[src/rtl/car_frame_collector.sv]
// car_frame_collector: gathers wheel/body/COM beats into shadow buffers and
// commits a whole frame to the outputs only when every stream is exactly full.
module car_frame_stream #(
  parameter int W = 17,
  parameter int N = 4
) (
  input  logic                clk_in,
  input  logic                rst_in,
  input  logic signed [W-1:0] x,
  input  logic signed [W-1:0] y,
  input  logic                valid,
  input  logic                all_done,
  input  logic                commit,
  output logic                good,
  output logic signed [W-1:0] out_x [N],
  output logic signed [W-1:0] out_y [N]
);
  localparam int IW = N > 1 ? $clog2(N) : 1;
  localparam int CW = $clog2(N + 2);
  logic [IW-1:0] idx;
  logic [CW-1:0] cnt, cnt_next;
  logic signed [W-1:0] sh_x [N], sh_y [N], nx_x [N], nx_y [N];
  // nx_* folds in a beat landing with all_done so it reaches the commit
  always_comb begin
    nx_x = sh_x;
    nx_y = sh_y;
    if (valid) begin
      nx_x[idx] = x;
      nx_y[idx] = y;
    end
    cnt_next = (valid && cnt != CW'(N + 1)) ? cnt + 1'b1 : cnt;
    good = cnt_next == CW'(N);
  end
  always_ff @(posedge clk_in or negedge rst_in)
    if (!rst_in) begin
      idx   <= '0;
      cnt   <= '0;
      sh_x  <= '{default: '0};
      sh_y  <= '{default: '0};
      out_x <= '{default: '0};
      out_y <= '{default: '0};
    end else begin
      sh_x <= nx_x;
      sh_y <= nx_y;
      idx  <= all_done ? '0 : valid ? (idx == IW'(N - 1) ? '0 : idx + 1'b1) : idx;
      cnt  <= all_done ? '0 : cnt_next;
      if (commit) begin
        out_x <= nx_x;
        out_y <= nx_y;
      end
    end
endmodule

module car_frame_collector #(
  parameter int POSITION_SIZE   = 17,
  parameter int NUM_WHEEL_NODES = 4,
  parameter int NUM_BODY_NODES  = 3
) (
  input  logic                            clk_in,
  input  logic                            rst_in,
  input  logic signed [POSITION_SIZE-1:0] left_wheel_x,
  input  logic signed [POSITION_SIZE-1:0] left_wheel_y,
  input  logic                            left_wheel_valid,
  input  logic signed [POSITION_SIZE-1:0] right_wheel_x,
  input  logic signed [POSITION_SIZE-1:0] right_wheel_y,
  input  logic                            right_wheel_valid,
  input  logic signed [POSITION_SIZE-1:0] body_x,
  input  logic signed [POSITION_SIZE-1:0] body_y,
  input  logic                            body_valid,
  input  logic        [POSITION_SIZE-1:0] com_x_in,
  input  logic        [POSITION_SIZE-1:0] com_y_in,
  input  logic                            com_valid,
  input  logic                            all_done,
  input  logic                            clear_error,
  output logic signed [POSITION_SIZE-1:0] car_wheel_1_x [NUM_WHEEL_NODES],
  output logic signed [POSITION_SIZE-1:0] car_wheel_1_y [NUM_WHEEL_NODES],
  output logic signed [POSITION_SIZE-1:0] car_wheel_2_x [NUM_WHEEL_NODES],
  output logic signed [POSITION_SIZE-1:0] car_wheel_2_y [NUM_WHEEL_NODES],
  output logic signed [POSITION_SIZE-1:0] car_body_x    [NUM_BODY_NODES],
  output logic signed [POSITION_SIZE-1:0] car_body_y    [NUM_BODY_NODES],
  output logic        [POSITION_SIZE-1:0] camera_x,
  output logic        [POSITION_SIZE-1:0] camera_y,
  output logic                            frame_valid,
  output logic        [15:0]              frame_count,
  output logic                            stream_error,
  output logic                            busy
);
  typedef enum logic {IDLE, COLLECT} state_t;
  state_t state, state_next;
  logic good_l, good_r, good_b, commit, com_seen;
  logic [POSITION_SIZE-1:0] com_x, com_y;
  assign commit = all_done & good_l & good_r & good_b;
  assign busy = state == COLLECT;
  car_frame_stream #(.W(POSITION_SIZE), .N(NUM_WHEEL_NODES)) u_left (
    .clk_in, .rst_in, .x(left_wheel_x), .y(left_wheel_y), .valid(left_wheel_valid),
    .all_done, .commit, .good(good_l), .out_x(car_wheel_1_x), .out_y(car_wheel_1_y)
  );
  car_frame_stream #(.W(POSITION_SIZE), .N(NUM_WHEEL_NODES)) u_right (
    .clk_in, .rst_in, .x(right_wheel_x), .y(right_wheel_y), .valid(right_wheel_valid),
    .all_done, .commit, .good(good_r), .out_x(car_wheel_2_x), .out_y(car_wheel_2_y)
  );
  car_frame_stream #(.W(POSITION_SIZE), .N(NUM_BODY_NODES)) u_body (
    .clk_in, .rst_in, .x(body_x), .y(body_y), .valid(body_valid),
    .all_done, .commit, .good(good_b), .out_x(car_body_x), .out_y(car_body_y)
  );
  always_comb begin
    state_next = state;
    if (all_done) state_next = IDLE;
    else if (left_wheel_valid || right_wheel_valid || body_valid) state_next = COLLECT;
  end
  always_ff @(posedge clk_in or negedge rst_in)
    if (!rst_in) state <= IDLE;
    else state <= state_next;
  always_ff @(posedge clk_in or negedge rst_in)
    if (!rst_in) begin
      com_x        <= '0;
      com_y        <= '0;
      com_seen     <= 1'b0;
      camera_x     <= '0;
      camera_y     <= '0;
      frame_valid  <= 1'b0;
      frame_count  <= '0;
      stream_error <= 1'b0;
    end else begin
      if (com_valid) begin
        com_x <= com_x_in;
        com_y <= com_y_in;
      end
      com_seen <= all_done ? 1'b0 : com_seen | com_valid;
      // a frame without COM leaves the camera where it was
      if (commit && (com_seen || com_valid)) begin
        camera_x <= com_valid ? com_x_in : com_x;
        camera_y <= com_valid ? com_y_in : com_y;
      end
      frame_valid  <= commit;
      frame_count  <= commit ? frame_count + 1'b1 : frame_count;
      stream_error <= (all_done && !commit) ? 1'b1 : clear_error ? 1'b0 : stream_error;
    end
endmodule
[config.mk]
export PLATFORM = sky130hd
export DESIGN_NAME = car_frame_collector
export DESIGN_NICKNAME = d
export VERILOG_FILES = /design/src/rtl/car_frame_collector.sv
export SDC_FILE = /design/constraint.sdc
export NUM_CORES = 1
export LEC_CHECK = 0
export ABC_AREA = 1
export BUFFER_PORTS_ARGS = -buffer_cell sky130_fd_sc_hd__buf_2
export CAP_MARGIN = 20
export CORE_UTILIZATION = 40
export DETAILED_ROUTE_END_ITERATION = 10
export PLACE_DENSITY_LB_ADDON = 0.15
export SETUP_SLACK_MARGIN = 0.5
export SYNTH_ARGS = -nofsm -noshare
export SYNTH_HDL_FRONTEND = slang
export SYNTH_HIERARCHICAL = 1
export SYNTH_SLANG_ARGS = --single-unit
[constraint.sdc]
create_clock -name clk_in -period 2.8 [get_ports clk_in]
set_clock_uncertainty 0.2 [all_clocks]
set_input_delay 0.42 -clock clk_in [delete_from_list [all_inputs] [get_ports clk_in]]
set_output_delay 0.42 -clock clk_in [all_outputs]
set_load 0.01 [all_outputs]
==> run_results.csv, run 1 <==
group,metric,value,unit
outcome,run_status,"finished clean",
global_route,antenna_found_initial,3,
critical_path,arrival,2790,ps
synthesis,synth-seq-cells,851,
sta,slew_viol_final,0,
synthesis,synth_top_cell_by_area,"dfrtp_1",
clocking,cts-root-buf,"clkbuf_16",
pwr,p_leak,24.3,nW
drt,drt_iter0_markers,1669,
sta,grt_setup_unrepaired,"true",
layout,area_growth,37.1,%
synthesis,netlist.area_leader.share,0.627,
sta,fin_crit,2430,ps
pwr,pwr-share-comb,0.114,
synthesis,yosysSeqAreaShare,0.627,
layout,drive_gt1_frac,0.282,
hold_path,hp-class,"in -> reg",
sta,setup_viol,0,
pwr,power_density,659,mW/mm²
flow_run,cap_violations,0,
clocking,cts_made_buffers,93,
sta,worst_slew_pin_slew,656,ps
layout,postLayoutCellArea,0.0466,mm²
drt,wire_per_inst,18.4,µm
pwr,p_clk_frac,0.424,
drt,dr.pass1.iters,5,
sta,slew_headroom,0.563,
synthesis,synth_cell_type_count,30,
drt,via_per_inst,4.76,
synthesis,synth.yosys.warnings,6,
sta,fmax,411,MHz
synthesis,syn_avg_cell_area,9.34,µm²
critical_path,worstPathRequired,3150,ps
placement,gp_congestion,0.797,
clocking,insertion_delay,630,ps
placement,dp_hpwl,60900,µm
floorplan,die_w,293,µm
floorplan,dieArea,0.0861,mm²
critical_path,start_kind,"flip-flop",
floorplan,fp.coreArea,0.0838,mm²
clocking,cts.sinks,851,
critical_path,path_class,"reg -> reg",
global_route,grt_overflow,0,
sta,hold_violations,0,
synthesis,synthTopCellsByArea,"dfrtp_1 63%, nand2_1 12%, o21ai_0 6.3%",
sta,fin_crit_sh,0.868,
pwr,p_int,22.9,mW
global_route,grt_start_max_net_pins,82,
layout,post-route-util,0.556,
placement,place_area,0.0383,mm²
critical_path,cpPeakStageDelay,420,ps
clocking,clk_pin_slew,60,ps
floorplan,pin_count,571,
drt,via_count,27000,
clocking,htree_levels,3,
pwr,vdd_drop_max,0.522,mV
drt,ant_nets,0,
global_route,grt_pass1_wl,149000,µm
floorplan,start_util,0.405,
pwr,p_seq_frac,0.462,
critical_path,crit_chain,"ha_4 -> nand2_4 -> nand2_4 -> nand2_2 -> nand2_2 -> buf_4 -> buf_6 -> buf_4 -> buf_4 -> buf_4 -> buf_4 -> buf_4 -> buf_4 -> buf_4 -> buf_4 -> nor2_2",
pwr,swShare,0.253,
layout,layout.nets,4611,
critical_path,end_kind,"flip-flop",
critical_path,worst_path_max_delay_cell,"dfrtp_1",
sta,finalSetupTns,0,ps
drt,drt_wl_total,104000,µm
synthesis,netlist_area,0.0340,mm²
placement,io_buffers,570,
global_route,grt_pass1_vias,26300,
pwr,p_sw,7.78,mW
global_route,track_usage,0.220,
critical_path,cpMostUsedCell,"buf_4",
clocking,ctsLongestPathBuffers,3,
floorplan,die_y,293,µm
layout,num-fill-cells,7568,
synthesis,netlist_instances,3636,
clocking,cts_tree,"yes",
drt,drc,0,
floorplan,rows,106,
critical_path,cp_max_fo,5,
synthesis,synth_fp_nets,3795,
-- cell usage after synthesis --
library cell / count
nand2_4: 4
xnor2_1: 4
nand3_1: 157
nor2_4: 3
and2_1: 102
nand3_4: 1
dfrtp_1: 851
inv_1: 544
nor2_1: 29
nor3_1: 2
o21ai_2: 67
inv_2: 4
buf_6: 35
a21oi_1: 6
clkbuf_1: 62
buf_2: 52
nand4_1: 38
o21ai_0: 430
nor4_1: 1
nand2_1: 1093
buf_1: 20
nand3_2: 2
nand3b_1: 1
buf_4: 17
or2_2: 2
xor2_1: 6
ha_1: 15
a21oi_4: 1
nand2_2: 1
o21ai_1: 86
-- what timing repair did --
action,CTS,global route
setup buffers,24,12
gates cloned,14,65
resized for setup,65,504
pin swaps,11,88
endpoints found under the setup margin,379,496
hold buffers,135,0
endpoints found under the hold margin,785,0
-- layout by cell type (no fill, tap or decap), types with 7 or more instances in the layout --
cell / count
dlygate4sd3_1: 135
nand4_1: 38
buf_16: 24
nand2_1: 938
buf_8: 20
nor2_1: 23
clkbuf_1: 20
dfrtp_1: 850
inv_1: 538
nand2_4: 73
and2_1: 102
clkinv_2: 10
buf_6: 10
clkbuf_16: 139
o21ai_0: 296
clkbuf_8: 30
o21ai_1: 151
nand3_1: 133
nand3_2: 22
buf_12: 42
o21ai_2: 136
inv_2: 8
buf_2: 568
ha_1: 10
nand2_2: 85
nor2_4: 7
buf_4: 63
bufinv_16: 9
-- worst max-delay path, delay by kind of cell (launching register included) --
kind                       cells  cell delay [ps]
buffers and inverters         10             1200
and+or+nand+nor                5              350
DFF                            1              420
adders and majority gates      1              180
-- final timing paths --
kind / startpoint / to / slack [ps] / cells after the start
max in group asynchronous: rst_in / u_body/sh_x[28] / 1340 / 4
worst max-delay path: u_right/cnt[0] / u_right/cnt[0] / 370 / 16
worst min register to register: u_right/sh_y[25] / u_right/sh_y[25] / 270 / 2
min in group asynchronous: rst_in / u_right/out_y[29] / 170 / 2
worst min-delay path: left_wheel_y[2] / u_left/sh_y[2] / 50 / 3
worst max register to register: u_right/cnt[0] / u_right/cnt[0] / 370 / 16
-- per-layer routing --
layer / up-vias / share of wire / global-route usage
met5: - / 0.00025 / 0
met4: 4 / 0.025 / 0.0705
met3: 154 / 0.054 / 0.0385
met2: 733 / 0.48 / 0.364
met1: 13200 / 0.44 / 0.294
li1: 12900 / - / -
-- final cells by class --
class	count	area [µm²]	share of cell area
clock inverter	28	457	0.00980
clock buffer	144	2840	0.0610
sequential	851	21300	0.457
tap	1134	1420	0.0305
antenna	2	5.00	0.000107
timing repair buffer	907	7710	0.165
inverter	548	2080	0.0447
multi-input combinational	2051	10800	0.231
-- sequential cells by signal, indices dropped and copies added (netlist names), 16 cells and up --
| register | count |
|---|---|
| camera_x | 17 |
| u_body/out_x | 51 |
| u_right/out_y | 68 |
| com_y | 17 |
| u_right/out_x | 68 |
| u_body/sh_y | 51 |
| u_left/out_x | 68 |
| u_right/sh_y | 68 |
| com_x | 17 |
| u_body/out_y | 51 |
| u_body/sh_x | 51 |
| frame_count | 16 |
| u_left/sh_x | 68 |
| u_right/sh_x | 68 |
| camera_y | 17 |
| u_left/sh_y | 68 |
| u_left/out_y | 68 |
-- cell families (layout without fill, tap and decap cells) --
group           Yosys count  count (layout)  synth area share
other cells               0               2                 0
simple gates           1436            1436             0.178
compound gates          590             590            0.0947
flops                   851             851             0.627
fa+ha+maj                15              15           0.00553
buf+inv                 734            1627            0.0926
xor+xnor                 10              10           0.00258
-- power groups by stage --
stage	logic, mW	clock network [mW]	registers (mW)
2_1_floorplan	2.11	0	14.3
3_3_place_gp	2.97	0	14.3
3_5_place_dp	3.02	0	14.4
4_1_cts	3.23	13.3	14.2
5_1_grt	3.96	13.8	14.3
6_report	3.49	13.0	14.2
-- stage by stage --
stage	std cells	total power, mW	setup slack (ps)	hold slack (ps)
global route	5664	32.1	261	38.4
CTS	5586	30.7	440	0.147
global placement	5241	17.3	342	230
finish	5665	30.7	368	54.2
floorplan	3636	16.4	470	-75.6
detailed placement	5241	17.4	279	230
No activity file was read; power rests on OpenSTA's default activity.
==> run 2: changes to the inputs <==
--- a/config.mk
+++ b/config.mk
@@ -14,5 +14,4 @@
 export SETUP_SLACK_MARGIN = 0.5
 export SYNTH_ARGS = -nofsm -noshare
 export SYNTH_HDL_FRONTEND = slang
-export SYNTH_HIERARCHICAL = 1
 export SYNTH_SLANG_ARGS = --single-unit
==> run 2 against run 1 <==
Compared with the run above: non-clock buffer count shrank 110; sequential share of layout area grew 3.5 points; area after synthesis shrank 2.8%; maximum frequency grew 5.1%; worst hold slack got worse by 14 ps.
==> run_results.csv, run 2 <==
group,metric,value,unit
layout,most-common-layout-cells,"1145 x nand2_1, 851 x dfrtp_1, 569 x buf_2",
synthesis,synth.yosys.warnings,0,
critical_path,worstPathRequired,3130,ps
placement,gp_congestion,0.813,
critical_path,path_depth,13,
drt,via_count,25000,
critical_path,reg2reg_depth,13,
critical_path,arrival,2640,ps
clocking,cts.sinks,851,
sta,grt_setup_unrepaired,"true",
synthesis,yosysSeqAreaShare,0.645,
clocking,cts-root-buf,"clkbuf_16",
critical_path,cp_max_fo,7,
sta,finalSetupTns,0,ps
floorplan,fp.coreArea,0.0811,mm²
synthesis,synth_top_cell_by_area,"dfrtp_1",
clocking,clk_pin_slew,60,ps
critical_path,worst_path_max_delay_cell,"dfrtp_1",
pwr,swShare,0.249,
clocking,htree_levels,3,
layout,num-fill-cells,7472,
pwr,pwr-share-comb,0.115,
critical_path,cpPeakStageDelay,410,ps
flow_run,cap_violations,0,
layout,drive_gt1_frac,0.226,
global_route,grt_overflow,0,
critical_path,cp.buffers_inverters,4,
synthesis,synth.most_common_cell,"nand2_1",
drt,drc,0,
floorplan,dieArea,0.0837,mm²
sta,setup_viol,0,
sta,fin_crit,2310,ps
synthesis,netlist.area_leader.share,0.645,
drt,dr.pass1.iters,5,
synthesis,synth-seq-cells,851,
layout,layout.nets,4298,
floorplan,pin_count,571,
synthesis,synth_common_cells,"1214 x nand2_1, 851 x dfrtp_1, 399 x inv_1",
layout,n_antenna_cell,0,
placement,io_buffers,570,
sta,worst_slew_pin_slew,631,ps
clocking,insertion_delay,650,ps
global_route,antenna_found_initial,5,
hold_path,hp-class,"in -> reg",
clocking,cts_made_buffers,93,
synthesis,postSynth.asyncResetShare,1.00,
sta,fin_crit_sh,0.826,
pwr,power_density,696,mW/mm²
drt,drt_wl_total,95100,µm
synthesis,synthTopCellsByArea,"dfrtp_1 65%, nand2_1 14%, o21a_1 6.2%",
clocking,cts_tree,"yes",
floorplan,die_y,289,µm
pwr,vdd_drop_max,0.496,mV
hold_path,hold_depth,4,
synthesis,synth-edff-count,0,
pwr,p_int,22.6,mW
synthesis,synth_fp_nets,3590,
critical_path,end_kind,"flip-flop",
drt,wire_per_inst,18.0,µm
placement,dp_hpwl,59000,µm
global_route,grt_start_max_net_pins,90,
layout,final_common_cell,"nand2_1",
pwr,p_leak,24.0,nW
synthesis,syn_avg_cell_area,9.62,µm²
floorplan,rows,104,
synthesis,netlist_instances,3431,
drt,via_per_inst,4.74,
global_route,grt_pass1_wl,138000,µm
clocking,ctsLongestPathBuffers,3,
layout,area_growth,31.1,%
synthesis,synth-main-ff-cell,"dfrtp_1",
synthesis,netlist_area,0.0330,mm²
pwr,finalPower,30.1,mW
pwr,p_seq_frac,0.468,
sta,hold_violations,0,
critical_path,crit_chain,"buf_4 -> ha_1 -> nand3_1 -> nand2_1 -> nand2_1 -> nand2_2 -> nor2_4 -> nand2_8 -> buf_16 -> buf_16 -> clkbuf_16 -> nand2_2 -> o21ai_1",
drt,drt_iter0_markers,1501,
layout,multi_input_area,0.00982,mm²
pwr,p_clk_frac,0.417,
synthesis,synth_cell_type_count,24,
critical_path,start_kind,"flip-flop",
drt,ant_nets,0,
outcome,run_status,"finished clean",
floorplan,die_w,289,µm
global_route,grt_pass1_vias,23900,
sta,slew_headroom,0.579,
sta,fmax,432,MHz
critical_path,cp_top_family,"buffers and inverters",
floorplan,start_util,0.407,
layout,register_area,0.0213,mm²
critical_path,path_class,"reg -> reg",
pwr,p_sw,7.50,mW
global_route,track_usage,0.211,
sta,slew_viol_final,0,
-- run 2: what timing repair did --
action / in CTS / in global routing
setup buffers: 9 / 2
gates resized for setup: 10 / 174
endpoints found under the setup margin: 244 / 421
hold buffers: 102 / 0
cloned: 2 / 41
pin swaps: 2 / 15
hold endpoints to repair: 317 / 0
-- run 2: final timing paths --
path                                    from                 to  slack [ps]
min reg2reg                      camera_x[5]        camera_x[5]         260
max                           u_right.cnt[0]  u_right.out_y[36]         490
min in group asynchronous             rst_in    u_left.sh_x[64]         140
max in group asynchronous             rst_in  u_right.out_y[60]        1290
min                        right_wheel_y[15]   u_right.sh_y[49]          40
max reg2reg                   u_right.cnt[0]  u_right.out_y[36]         490
-- run 2: tightest hold or removal path: stages --
cell    delay [ps]
buf_2           70
inv_1          100
o21a_1         220
inv_1           50
-- run 2: power groups by stage --
| stage | sequential [mW] | clock, mW | combinational [mW] |
|---|---|---|---|
| 5_1_grt | 14.2 | 13.3 | 4.01 |
| 2_1_floorplan | 14.2 | 0 | 2.33 |
| 6_report | 14.1 | 12.6 | 3.47 |
| 4_1_cts | 14.1 | 12.9 | 3.48 |
| 3_3_place_gp | 14.3 | 0 | 3.27 |
| 3_5_place_dp | 14.3 | 0 | 3.33 |
-- run 2: metal layers --
metal / wire length (µm) / vias to the layer above / track usage
met5: 54 / - / 0
met4: 2340 / 8 / 0.0633
met3: 4600 / 143 / 0.0408
met2: 45100 / 551 / 0.335
met1: 43000 / 12100 / 0.292
li1: - / 12200 / -
-- run 2: kinds of logic after synthesis --
logic type | Yosys count | share of synthesized area
AND/OR/NAND/NOR | 1303 | 0.153
XOR/XNOR | 14 | 0.00372
AO/OA/AOI/OAI | 662 | 0.121
buffers and inverters | 586 | 0.0712
flip-flops | 851 | 0.645
adder cells (fa/ha/maj) | 15 | 0.00569
-- run 2: area by class of cell --
cell class                      instances  share of cell area
Tap cell                             1060              0.0306
Multi-Input combinational cell       1994               0.227
Timing Repair Buffer                  797               0.142
Clock inverter                         33              0.0112
Clock buffer                          131              0.0615
Timing Repair inverter                  1            0.000376
Inverter                              401              0.0354
Sequential cell                       851               0.492
-- run 2: per-stage QoR --
stage | instance area [µm²] | setup slack [ps] | util | hold slack, ps | std cells
CTS | 41700 | 459 | 0.515 | 0.789 | 5225
global placement | 37400 | 385 | 0.461 | 250 | 4948
finish | 43300 | 487 | 0.534 | 39.8 | 5268
detailed placement | 37400 | 321 | 0.461 | 244 | 4948
global route | 43300 | 352 | 0.534 | 37.4 | 5268
floorplan | 33000 | 725 | - | -75.6 | 3431
==> run 3: changes to the inputs <==
--- a/config.mk
+++ b/config.mk
@@ -5,7 +5,7 @@
 export SDC_FILE = /design/constraint.sdc
 export NUM_CORES = 1
 export LEC_CHECK = 0
-export ABC_AREA = 1
+export ABC_AREA = 0
 export BUFFER_PORTS_ARGS = -buffer_cell sky130_fd_sc_hd__buf_2
 export CAP_MARGIN = 20
 export CORE_UTILIZATION = 40
==> constraint.sdc (replaced) <==
create_clock -name clk_in -period 1.9 [get_ports clk_in]
set_clock_uncertainty 0.2 [all_clocks]
set_input_delay 0.285 -clock clk_in [delete_from_list [all_inputs] [get_ports clk_in]]
set_output_delay 0.285 -clock clk_in [all_outputs]
set_load 0.01 [all_outputs]
==> run 3 against run 2 <==
Compared with the run above: the flow now finishes with violations (hold timing, setup timing); via count shrank 23%; count of clock-buffer cells in the layout grew 8; worst hold slack lost 170 ps.
==> run_results.csv, run 3 <==
group,metric,value,unit
sta,fmax,375,MHz
sta,finalSetupTns,-282550,ps
layout,multi_input_area,0.0109,mm²
critical_path,start_kind,"flip-flop",
clocking,holdBufCountCts,143,
hold_path,hold_start,"left_wheel_valid",
synthesis,netlist_area,0.0320,mm²
layout,num-fill-cells,6443,
global_route,track_usage,0.202,
drt,dr.pass1.iters,4,
pwr,p_leak,22.2,nW
drt,drt_wl_total,83300,µm
clocking,cts_tree,"yes",
critical_path,cpPeakStageDelay,390,ps
clocking,clk_pin_slew,60,ps
sta,worst_slew_pin_slew,622,ps
critical_path,arrival,2990,ps
sta,hold_ws,-134,ps
synthesis,synth-main-ff-cell,"dfrtp_1",
synthesis,synth-seq-cells,851,
sta,slew_headroom,0.584,
floorplan,die_w,285,µm
drt,via_per_inst,4.91,
global_route,antenna_found_initial,8,
clocking,htree_levels,3,
sta,hold_violations,7,
hold_path,hold_depth,3,
drt,drc,0,
hold_path,hp-class,"in -> reg",
critical_path,end_kind,"flip-flop",
critical_path,r2r-start,"u_body.cnt[1]",
synthesis,synthTopCellsByArea,"dfrtp_1 67%, mux2_2 26%, mux2_1 1.8%",
critical_path,worst_path_max_delay_cell,"dfrtp_1",
sta,fin_crit_sh,1.40,
floorplan,die_y,285,µm
synthesis,synth_fp_nets,2063,
global_route,grt_pass1_wl,127000,µm
critical_path,path_class,"reg -> reg",
global_route,grt_pass1_vias,21100,
drt,drt_iter0_markers,769,
floorplan,rows,103,
layout,fin_cells,3903,
global_route,grt_overflow,0,
layout,drive_gt1_frac,0.592,
synthesis,synth_common_cells,"851 x dfrtp_1, 737 x mux2_2, 50 x mux2_1",
synthesis,synth.yosys.warnings,0,
synthesis,synth.most_common_cell,"dfrtp_1",
sta,setup_slack,-769,ps
sta,grt_setup_unrepaired,"true",
critical_path,crit_chain,"buf_4 -> ha_4 -> nand2_2 -> mux2i_2 -> nand4_1 -> buf_4 -> or3_4 -> buf_12 -> mux2_4",
synthesis,synth_top_cell_by_area,"dfrtp_1",
critical_path,cpMostUsedCell,"buf_4",
sta,fin_crit,2670,ps
layout,layout.nets,2936,
synthesis,syn_avg_cell_area,16.8,µm²
drt,ant_nets,0,
floorplan,start_util,0.405,
hold_path,holdPathEnd,"u_left.cnt[2]",
placement,gp_congestion,0.782,
drt,via_count,19200,
critical_path,cp_max_fo,34,
synthesis,yosysSeqAreaShare,0.665,
pwr,vdd_drop_max,0.717,mV
critical_path,worstPathRequired,2220,ps
critical_path,reg2reg_depth,9,
placement,placedCellCount,3549,
critical_path,regToRegEndpoint,"camera_x[14]",
placement,dp_hpwl,55200,µm
clocking,insertion_delay,660,ps
synthesis,synth-edff-count,0,
global_route,grt_start_max_net_pins,96,
clocking,cts_made_buffers,91,
clocking,ctsLongestPathBuffers,3,
synthesis,netlist.area_leader.share,0.665,
drt,wire_per_inst,21.3,µm
clocking,cts-root-buf,"clkbuf_16",
synthesis,synth_cell_type_count,35,
layout,most-common-layout-cells,"851 x dfrtp_1, 613 x mux2_2, 569 x buf_2",
floorplan,fp.coreArea,0.0791,mm²
sta,setup_viol,427,
pwr,power_density,1030,mW/mm²
synthesis,postSynth.asyncResetShare,1.00,
floorplan,dieArea,0.0812,mm²
clocking,cts.sinks,851,
layout,register_area,0.0213,mm²
critical_path,rrSetupSlack,-770,ps
layout,final_common_cell,"dfrtp_1",
synthesis,netlist_instances,1904,
placement,io_buffers,570,
layout,area_growth,35.4,%
sta,slew_viol_final,0,
outcome,run_status,"finished, violations left",
floorplan,pin_count,571,
flow_run,cap_violations,0,
outcome,violations,"hold timing, setup timing",
## run 3: worst max path at each step
stage / startpoint / end
5_1_grt: u_body.cnt[1] / u_body.out_y[41]
6_report: u_body.cnt[1] / camera_x[14]
3_3_place_gp: u_right.cnt[1] / camera_x[2]
2_1_floorplan: u_body.cnt[0] / camera_x[0]
3_5_place_dp: u_body.cnt[1] / camera_x[14]
4_1_cts: u_body.cnt[0] / camera_x[14]
## run 3: area by class of cell
cell class                 instances  area share
antenna                            5    0.000289
clock buffer                     139      0.0634
inverter                          12     0.00104
multi-input combinational        951       0.252
clock inverter                    25     0.00900
tap                             1050      0.0303
sequential                       851       0.491
timing repair buffer             870       0.152
## run 3: cells by family after synthesis
logic type               Yosys count  synth area share
flip-flops                       851             0.665
multiplexers                     822             0.292
buffers and inverters            102            0.0147
AND/OR/NAND/NOR                   80            0.0127
XOR/XNOR                          20           0.00547
adder cells (fa/ha/maj)           15           0.00586
AO/OA/AOI/OAI                     14           0.00360
## run 3: critical path: cells and delay by family, from the launching register on
family        cells  cell delay, ps
flops             1             390
fa+ha+maj         1             150
simple gates      3             660
mux               2             570
buf+inv           3             550
## run 3: power by group
part	switching [mW]	leakage, nW	internal [mW]	total [mW]
Combinational	2.28	9.52	2.71	4.99
Sequential	0.623	11.1	20.7	21.3
Clock	7.29	1.54	11.0	18.3
Total	10.2	22.2	34.4	44.6
## run 3: routing by layer
layer  track usage  share of wire
met5             0        0.00016
met4        0.0754          0.035
met3        0.0526          0.056
met2         0.342           0.50
met1         0.248           0.41
## run 3: timing repair
action	CTS	global route
setup buffers	20	4
cloned	3	15
endpoints found under the hold margin	1685	7
setup endpoints to repair	1234	1242
resized for setup	100	106
pin swaps	4	3
## run 3: metrics by stage
step	area, µm²	utilization	worst slack (ps)	power (mW)	hold WS [ps]
5_1_grt	43400	0.548	-826	46.6	-156
3_3_place_gp	37300	0.471	-767	25.9	1.73
6_report	43400	0.548	-769	44.6	-134
3_5_place_dp	37300	0.471	-826	26.3	7.67
2_1_floorplan	32100	-	-615	24.5	-211
4_1_cts	42600	0.538	-707	45.1	-178
